==> src/rtl/alu_seq_pkg.sv <==
// alu_seq_pkg: shared opcodes, FSM encoding and flag bit positions for the
// ALU issue sequencer. ALU_SEQ_ADDC_EN makes ADDC (1100) a legal opcode.
package alu_seq_pkg;

  localparam logic [3:0] OP_AND  = 4'b0000;
  localparam logic [3:0] OP_OR   = 4'b0001;
  localparam logic [3:0] OP_ADD  = 4'b0010;
  localparam logic [3:0] OP_XNOR = 4'b0101;
  localparam logic [3:0] OP_SUB  = 4'b0110;
  localparam logic [3:0] OP_LSL  = 4'b0111;
  localparam logic [3:0] OP_LSR  = 4'b1000;
  localparam logic [3:0] OP_STC  = 4'b1001;
  localparam logic [3:0] OP_ADDC = 4'b1100;
  localparam logic [3:0] OP_IDLE = 4'b1111;

  localparam int FLAG_Z  = 3;
  localparam int FLAG_C  = 2;
  localparam int FLAG_GT = 1;
  localparam int FLAG_LT = 0;

`ifdef ALU_SEQ_ADDC_EN
  localparam logic ADDC_EN = 1'b1;
`else
  localparam logic ADDC_EN = 1'b0;
`endif

  typedef enum logic [1:0] {S_IDLE, S_ISSUE, S_WAIT, S_RESP} state_t;

  function automatic logic op_legal(input logic [3:0] op);
    logic ok;
    ok = 1'b0;
    case (op)
      OP_AND, OP_OR, OP_ADD, OP_XNOR, OP_SUB,
      OP_LSL, OP_LSR, OP_STC: ok = 1'b1;
      OP_ADDC:                ok = ADDC_EN;
      default:                ok = 1'b0;
    endcase
    return ok;
  endfunction

endpackage

==> src/rtl/alu_flag_reg.sv <==
// alu_flag_reg: persistent {Z,C,GT,LT} register, per-op update enables,
// and the carry-chain feed of C into the next ADDC carry-in.
module alu_flag_reg
  import alu_seq_pkg::*;
(
  input  logic       clock,
  input  logic       reset,
  input  logic       upd,
  input  logic [3:0] cap_op,
  input  logic       res_zero,
  input  logic       alu_cout,
  input  logic       alu_gt,
  input  logic       alu_lt,
  input  logic       alu_zero,
  input  logic [3:0] issue_op,
  output logic [3:0] flags,
  output logic       cin_next
);

  logic c_en, cmp_en, z_val;

  // Which flags the captured op is allowed to touch
  always_comb begin
    c_en   = upd && (cap_op == OP_ADD || cap_op == OP_SUB || cap_op == OP_ADDC);
    cmp_en = upd && (cap_op == OP_SUB);
    z_val  = (cap_op == OP_SUB) ? alu_zero : res_zero;
  end

  // Flag register; Z follows every legal capture
  always_ff @(posedge clock) begin
    if (reset) begin
      flags <= 4'b0000;
    end else begin
      if (upd)    flags[FLAG_Z]  <= z_val;
      if (c_en)   flags[FLAG_C]  <= alu_cout;
      if (cmp_en) flags[FLAG_GT] <= alu_gt;
      if (cmp_en) flags[FLAG_LT] <= alu_lt;
    end
  end

  // ADDC chains the current carry; all other ops issue with carry-in 0
  always_comb begin
    cin_next = ADDC_EN && (issue_op == OP_ADDC) && flags[FLAG_C];
  end

endmodule

==> src/rtl/alu_op_sequencer.sv <==
// alu_op_sequencer: accepts one ALU request at a time, holds operands for the
// op latency, captures result/flags and returns a tagged response.
// ALU_SEQ_ADDC_EN enables the ADDC opcode and the C -> cin_o chain.
module alu_op_sequencer
  import alu_seq_pkg::*;
#(
  parameter int DATA_WIDTH = 64,
  parameter int TAG_WIDTH  = 4,
  parameter int MATCH_LAT  = 2
) (
  input  logic                  clock,
  input  logic                  reset,
  input  logic                  req_valid,
  output logic                  req_ready,
  input  logic [3:0]            req_op,
  input  logic [DATA_WIDTH-1:0] req_a,
  input  logic [DATA_WIDTH-1:0] req_b,
  input  logic [TAG_WIDTH-1:0]  req_tag,
  output logic [DATA_WIDTH-1:0] alu_in1_o,
  output logic [DATA_WIDTH-1:0] alu_in2_o,
  output logic [3:0]            aluctrl_o,
  output logic                  cin_o,
  input  logic [DATA_WIDTH-1:0] alu_res_i,
  input  logic                  alu_cout_i,
  input  logic                  alu_gt_i,
  input  logic                  alu_lt_i,
  input  logic                  alu_zero_i,
  output logic                  rsp_valid,
  input  logic                  rsp_ready,
  output logic [DATA_WIDTH-1:0] rsp_data,
  output logic [TAG_WIDTH-1:0]  rsp_tag,
  output logic                  rsp_err,
  output logic [3:0]            flags_o
);

  localparam logic [3:0] STC_LAT = 4'(MATCH_LAT);

  state_t     state;
  logic [3:0] cnt;
  logic [3:0] op_q;
  logic       capture;
  logic       cin_next;

  // Capture edge: counter has run down while operands are being driven
  always_comb begin
    capture = (state == S_ISSUE || state == S_WAIT) && (cnt == 4'd0);
  end

  alu_flag_reg u_flags (
    .clock    (clock),
    .reset    (reset),
    .upd      (capture),
    .cap_op   (op_q),
    .res_zero (alu_res_i == '0),
    .alu_cout (alu_cout_i),
    .alu_gt   (alu_gt_i),
    .alu_lt   (alu_lt_i),
    .alu_zero (alu_zero_i),
    .issue_op (req_op),
    .flags    (flags_o),
    .cin_next (cin_next)
  );

  // Issue FSM with registered drive and response outputs
  always_ff @(posedge clock) begin
    if (reset) begin
      state     <= S_IDLE;
      cnt       <= 4'd0;
      op_q      <= OP_IDLE;
      req_ready <= 1'b1;
      alu_in1_o <= '0;
      alu_in2_o <= '0;
      aluctrl_o <= OP_IDLE;
      cin_o     <= 1'b0;
      rsp_valid <= 1'b0;
      rsp_data  <= '0;
      rsp_tag   <= '0;
      rsp_err   <= 1'b0;
    end else begin
      case (state)
        S_IDLE: begin
          if (req_valid) begin
            req_ready <= 1'b0;
            rsp_tag   <= req_tag;
            op_q      <= req_op;
            if (op_legal(req_op)) begin
              alu_in1_o <= req_a;
              alu_in2_o <= req_b;
              aluctrl_o <= (req_op == OP_ADDC) ? OP_ADD : req_op;
              cin_o     <= cin_next;
              cnt       <= (req_op == OP_STC) ? STC_LAT : 4'd0;
              rsp_err   <= 1'b0;
              state     <= S_ISSUE;
            end else begin
              // Illegal op never reaches the ALU
              rsp_data  <= '0;
              rsp_err   <= 1'b1;
              rsp_valid <= 1'b1;
              state     <= S_RESP;
            end
          end
        end
        S_ISSUE, S_WAIT: begin
          if (cnt == 4'd0) begin
            rsp_data  <= alu_res_i;
            rsp_valid <= 1'b1;
            alu_in1_o <= '0;
            alu_in2_o <= '0;
            aluctrl_o <= OP_IDLE;
            cin_o     <= 1'b0;
            state     <= S_RESP;
          end else begin
            cnt   <= cnt - 4'd1;
            state <= S_WAIT;
          end
        end
        S_RESP: begin
          if (rsp_ready) begin
            rsp_valid <= 1'b0;
            req_ready <= 1'b1;
            state     <= S_IDLE;
          end
        end
        default: state <= S_IDLE;
      endcase
    end
  end

endmodule
==> config.mk <==
export PLATFORM = sky130hd
export DESIGN_NAME = alu_op_sequencer
export DESIGN_NICKNAME = d
export VERILOG_FILES = /design/src/rtl/alu_seq_pkg.sv /design/src/rtl/alu_flag_reg.sv /design/src/rtl/alu_op_sequencer.sv
export SDC_FILE = /design/constraint.sdc
export NUM_CORES = 1
export LEC_CHECK = 0
export CORE_ASPECT_RATIO = 1.1
export CORE_MARGIN = 1
export CORE_UTILIZATION = 38
export DETAILED_ROUTE_END_ITERATION = 8
export GPL_TIMING_DRIVEN = 0
export MAX_ROUTING_LAYER = met4
export PLACE_DENSITY = 0.7
export RECOVER_POWER = 50
export SLEW_MARGIN = 20
export SYNTH_ARGS = -nofsm -noshare
export SYNTH_HDL_FRONTEND = slang
export SYNTH_SLANG_ARGS = --single-unit
==> constraint.sdc <==
create_clock -name clock -period 3.8 [get_ports clock]
set_clock_uncertainty 0.05 [all_clocks]
set_input_delay 0.76 -clock clock [delete_from_list [all_inputs] [get_ports clock]]
set_output_delay 0.76 -clock clock [all_outputs]
set_load 0.05 [all_outputs]
**Word level (Yosys, flattened, before mapping)**

Memories as Yosys holds them, arrays and structs flattened.
Cells that the tools add are included.

- Output and inout port bits: 208
- Bits of input ports: 208
- Memory bits (read-only): 16
- Word-level logic and storage cells: 93
- Flip-flop bits (word level): 218
- Memories kept: 1

- Eq/ne operators: 14
- Reductions and logical operators: 19
- Mux-type cells: 43
- Add/subtract/negate cells: 1

Memories:

| name | depth | bits a word | rd ports | clocked after memory_dff | write ports | line | source |
|---|---|---|---|---|---|---|---|
| (no name shown) | 16 | 1 | 1 | 0 | 0 | alu_seq_pkg.sv:32 | `case (op)` |

Operators by type and width:

| kind | number |
|---|---|
| 2-to-1 mux 64 bit | 8 |
| one-hot mux 64 bit (2 select lines) | 3 |
| logical NOT 64 bit | 1 |
| 2-to-1 mux 4 bit | 7 |
| one-hot mux 4 bit (2 select lines) | 2 |
| AND reduction 4 bit | 4 |
| 2-to-1 mux 1 bit | 15 |
| == test 4 bit (second input constant) | 3 |
| != test 2 bit (second input constant) | 6 |
| 2-to-1 mux 2 bit | 4 |
| one-hot mux 2 bit (3 select lines) | 1 |
| == test 2 bit (second input constant) | 2 |
| == test 4 x 2 -> 1 bit (second input constant) | 1 |
| == test 4 x 3 -> 1 bit (second input constant) | 1 |
| logical NOT 4 bit | 1 |
| one-hot mux 1 bit (2 select lines) | 2 |
| AND reduction 2 bit | 2 |
| nonzero test 2 bit | 2 |
| subtractor 4 x 1 -> 4 bit (second input constant) | 1 |
| logical AND 1 bit | 3 |
| logical OR 1 bit | 3 |
| one-hot mux 1 bit (3 select lines) | 1 |
| AND reduction 3 bit | 1 |
| == test 2 x 1 -> 1 bit (second input constant) | 1 |
| other kinds (2) | 2 |

**Longest topological paths before layout**

An unclocked memory read counts as a cell.

- Depth after elaboration: 7
- Mapped depth: 9
- Depth with buffers taken out: 6

**By module**

A second synthesis with hierarchy kept.

- Cell total of the unflattened synthesis: 778
- Area, all modules: 7865.0 sq um

Modules (own cells, without submodules):

| module | seq. area each (sq um) | cells each | times used | area each (sq um) |
|---|---|---|---|---|
| alu_op_sequencer | 4284.1 | 751 | 1 | 7611.0 |
| alu_flag_reg | 80.1 | 27 | 1 | 254.0 |

**Least setup slack after synthesis**

OpenSTA, ideal clock, no wires.

- Path kind: input-to-reg
- Start: input req_op[0]
- End: register alu_in1_o[24]
- Required time: 3.680 ns
- Library setup time: 0.070 ns
- Arrival: 2.227 ns
- Path slack: 1.453 ns
- Buffers on the path: 3
- Cell stages on the path: 7
- Path through: buf_2 mux2_2 a211oi_2 buf_2 clkbuf_1 o21ai_1 a21oi_1

- Cells in the longest elaborated chain, start to end: 6

RTL lines:

| element | line | source |
|---|---|---|
| start: declaration | alu_op_sequencer.sv:15 | `input logic [3:0] req_op,` |
| memory (16 x 1 bit) | - |  |
| 2-to-1 mux 1 bit | alu_op_sequencer.sv:82 | `if (req_valid) begin` |
| 2-to-1 mux 1 bit | alu_op_sequencer.sv:80 | `case (state)` |
| 2-to-1 mux 1 bit | alu_op_sequencer.sv:66 | `if (reset) begin` |
| != test 2 bit (no source line) | - |  |
| AND reduction 4 bit (no source line) | - |  |
| end signal: assignment | alu_op_sequencer.sv:87 | `alu_in1_o <= req_a;` |
| end: declaration | alu_op_sequencer.sv:19 | `output logic [DATA_WIDTH-1:0] alu_in1_o,` |

Every way passes these cells. The select of a mux whose other input is x is not followed.
A chain may end at the register's enable or synchronous reset.

**Worst setup path in the final report**

- Start: input reset
- End: register alu_in1_o[42]

RTL lines:

| element | line | source |
|---|---|---|
| start: declaration | alu_op_sequencer.sv:12 | `input logic reset,` |

No word-level cell between the ends.

==> metrics.md <==
| Metric | Value |
|---|---|
| Yosys reg bits | `217` |
| Num Clock Sinks | `217` |
| Final clock period utilization by the worst path | `82.6%` |
| Unrepaired setup endpoints after global routing | `no` |
| Rows | `between 60 and 70` |
| Clk_lat worst skew | `0.51 ns` |
| Initial antenna violation count | `2` |
| GR Overflow Total | `0` |
| Port Buffers | `411` |
| Share of cells above drive strength 1 | `3.36%` |
| Clk root buf | `clkbuf_16` |
| Post-layout util | `approximately three fifths` |
| Post-synthesis sequential area ratio | `44.5%` |
| # DRC | `0` |
| Final setup fails | `0` |
| Core Area | `between 0.02 and 0.03 mm^2` |
| Antenna-violating nets left | `0` |
| Met3 routed WL | `3.42 mm` |
| GRT Overall Usage | `roughly 28%` |
| Max IR drop VDD | `0.663 mV` |
| H-Tree Depth | `1` |
| Final Hold Fails | `0` |
| CTS tree | `done` |
| Power per Cell Area | `1040 mW/mm^2` |
| Element type at the critical path end | `register` |
| Metal2 WL | `between 15 and 20 mm` |
| Via count | `10,100` |
| Hold Buf Count CTS | `0` |
| Cell count of the worst reg-to-reg path | `8` |
| R2r setup slk | `1.01 ns` |
| FF-to-FF End | `alu_in2_o[46]$_SDFFE_PP0P_` |
| Reg-to-reg startpoint | `state[0]$_SDFFE_PP0P_` |
| Wl on met1 | `between 10 and 15 mm` |
| Clock buffer depth | `3` |
| Slew HR | `30.5%` |
| YS warnings | `0` |
| IO Pins | `416` |
| Post-synthesis instance total | `1,068` |
| Post-synth EDFFs | `0` |
| Most used cell, CP | `clkbuf_1` |
| # resized after CTS | `0` |
| WP data arrival | `3.46 ns` |
| Hold depth | `2` |
| CP Class | `primary input to register` |
| Post-DR wirelength/cell | `20.0 um` |
| Pin count of the biggest net entering global routing | `13` |
| Post-synthesis cell area | `0.00976 mm^2` |
| Async SR Flop Fraction | `0%` |
| Final RePlAce weighted congestion | `about 0.88` |
| Post-route minimum period | `~3.1 ns` |
| Post-Syn Area per Cell | `9.14 um^2` |
| Tightest Pin Transition | `1.03 ns` |
| DR top layer | `met4` |
| DR vias/cell | `5.40` |
| Post-CTS Setup Bufs | `0` |
| Worst Hold End | `u_flags.flags[1]$_SDFFE_PP0P_` |
| Top_reg_cell synth | `dfxtp_1` |
| Status | `complete, no violations` |
| WP data required | `4.12 ns` |
| CP Launch Type | `primary input` |
| Die Span Y | `170 um` |
| Area Overhead vs Synth | `54.2%` |
| Top cell family by delay on the critical path | `buffers and inverters` |
| Worst path bufs/invs | `5` |
| Critical path, cell by cell | `dlygate4sd3_1 -> clkbuf_1 -> clkbuf_1 -> clkbuf_1 -> clkbuf_1 -> a21oi_1` |
| Nets | `between 1,500 and 2,000` |
| Worst-path maximum fanout | `10` |
| CTS buffer count | `24` |
| Max Cap Viol | `0` |
| Hold Path Class | `register to register` |
| Crit-path slowest cell | `dlygate4sd3_1` |
| Hold Crit Start | `u_flags.flags[1]$_SDFFE_PP0P_` |
| Post-Route Setup TNS | `0 ns` |
| Drt total wl | `approximately 37 mm` |
| Initial core utilization | `around 39%` |
| Initial DRC count | `489` |
| Half-perimeter wire length after placement | `28.1 mm` |
| Leakage | `roughly 5.6 nW` |
| Die X | `155 um` |
| Max Slew Vio Count | `0` |
| Distinct cells, synth | `45` |
| Filler Cell Count | `2,256` |
| Number of global-route vias before repair | `between 9,000 and 10,000` |
| Mapped Nets | `about 1,300` |
| Die area | `roughly 0.026 mm^2` |
| Fmax | `about 320 MHz` |
| First-pass DRT Iterations | `5` |
| First-pass GRT wire length | `55.5 mm` |
| Worst path max stage delay | `0.60 ns` |
| CTS clk-pin slew, worst paths | `0.06 ns` |
==> routing by layer <==
metal  GRT usage (%)  vias up
met1            30.1     4807
met3            8.58       67
li1                -     4802
met4            9.69        0
met5               -        -
met2            48.3      402
==> metrics by stage <==
step / worst slack (ns) / power, W / hold WS [ns] / area [um^2] / instances
4_1_cts: 0.685 / 0.0159 / 0.399 / 15000 / 1864
2_1_floorplan: 1.45 / 0.0103 / 0.370 / 9760 / 1068
3_3_place_gp: 0.160 / 0.0135 / 0.390 / 14300 / 1825
5_1_grt: 0.479 / 0.0164 / 0.419 / 15000 / 1866
6_report: 0.660 / 0.0156 / 0.403 / 15000 / 1866
3_5_place_dp: 0.160 / 0.0136 / 0.385 / 14300 / 1825
==> kinds of logic (layout without fill, tap and decap cells) <==
family	after synthesis	after routing	synth area share, %
other	1	3	0.0384
multiplexers	72	72	7.41
buffers and inverters	134	584	5.83
AND/OR/NAND/NOR	343	343	25.6
adder cells (fa/ha/maj)	5	5	0.641
flip-flops	217	217	44.5
AO/OA/AOI/OAI	296	296	16.0
==> synth_stat cells, types with 6 or more instances <==
cell type    n  area share, %
inv_1       10           0.38
dfxtp_1    217             45
nand3b_1    69            5.3
nor4_1      15           0.96
mux2i_1     70            7.2
clkbuf_1   104            4.0
nand4b_1   128             11
buf_2        8           0.41
nor3_1       6           0.31
nand2_1     20           0.77
o21ai_0     86            4.4
buf_6        7           0.81
nor2_1      12           0.46
a21oi_1    142            7.3
o21ai_1     44            2.3
nand2b_1    67            4.3
==> cell type report <==
type	instances	area, um^2	area share, %
multi-input cells	717	4850	32.2
flip-flops and latches	217	4340	28.9
repair buffers	411	4110	27.3
clock buffers	36	697	4.63
plain buffers	124	531	3.53
well taps	346	433	2.88
clock inverters	3	40.0	0.266
inverters	10	37.5	0.249
diodes	2	5.00	0.0333
==> report_power, final <==
group / internal, W / total (W) / switching [W]
Combinational: 0.00315 / 0.00979 / 0.00664
Sequential: 0.00312 / 0.00354 / 0.000418
Clock: 0.00132 / 0.00225 / 0.000932
Total: 0.00759 / 0.0156 / 0.00799
==> worst max-delay path by stage <==
stage,startpoint,end,slack [ns],cells past startpoint
after floorplan,req_op[0],alu_in1_o[24]$_SDFFE_PP0P_,1.45,7
after global placement,reset,alu_in1_o[43]$_SDFFE_PP0P_,0.16,6
after detailed placement,reset,alu_in1_o[40]$_SDFFE_PP0P_,0.16,6
after CTS,reset,alu_in1_o[40]$_SDFFE_PP0P_,0.68,6
after global routing,reset,alu_in1_o[42]$_SDFFE_PP0P_,0.48,6
final,reset,alu_in1_o[42]$_SDFFE_PP0P_,0.66,6
==> worst reg2reg max path: stages (launching register included) <==
cell,delay (ns)
dfxtp_1,0.33
inv_1,0.08
ha_1,0.29
clkbuf_1,0.35
a211o_1,0.25
clkbuf_1,0.59
clkbuf_1,0.45
o21ai_0,0.18
a21oi_1,0.15
==> flip-flops by register name (all words and copies together) (netlist names) <==
| signal | count |
|---|---|
| op_q | 4 |
| aluctrl_o | 4 |
| rsp_tag | 4 |
| u_flags.flags | 4 |
| rsp_err | 1 |
| req_ready | 1 |
| state | 2 |
| rsp_valid | 1 |
| cnt | 4 |
| alu_in2_o | 64 |
| rsp_data | 64 |
| alu_in1_o | 64 |
==> cells in the final DEF (no fill, tap or decap), types with 5 or more instances in the layout <==
master and count:
clkbuf_1 114, inv_1 10, clkbuf_16 25, nor2_1 12, nand2_1 20, dlygate4sd3_1 190, nand2b_1 67, ha_1 5
nor4_1 15, dfxtp_1 217, nand3_1 5, o21ai_0 86, nand3b_1 69, o21ai_1 44, a211oi_1 5, nor3_1 6
mux2i_1 70, a21oi_1 142, clkdlybuf4s50_1 221, buf_2 7, buf_6 7, nand4b_1 128
Note: power is estimated with default switching activity, not from simulation.
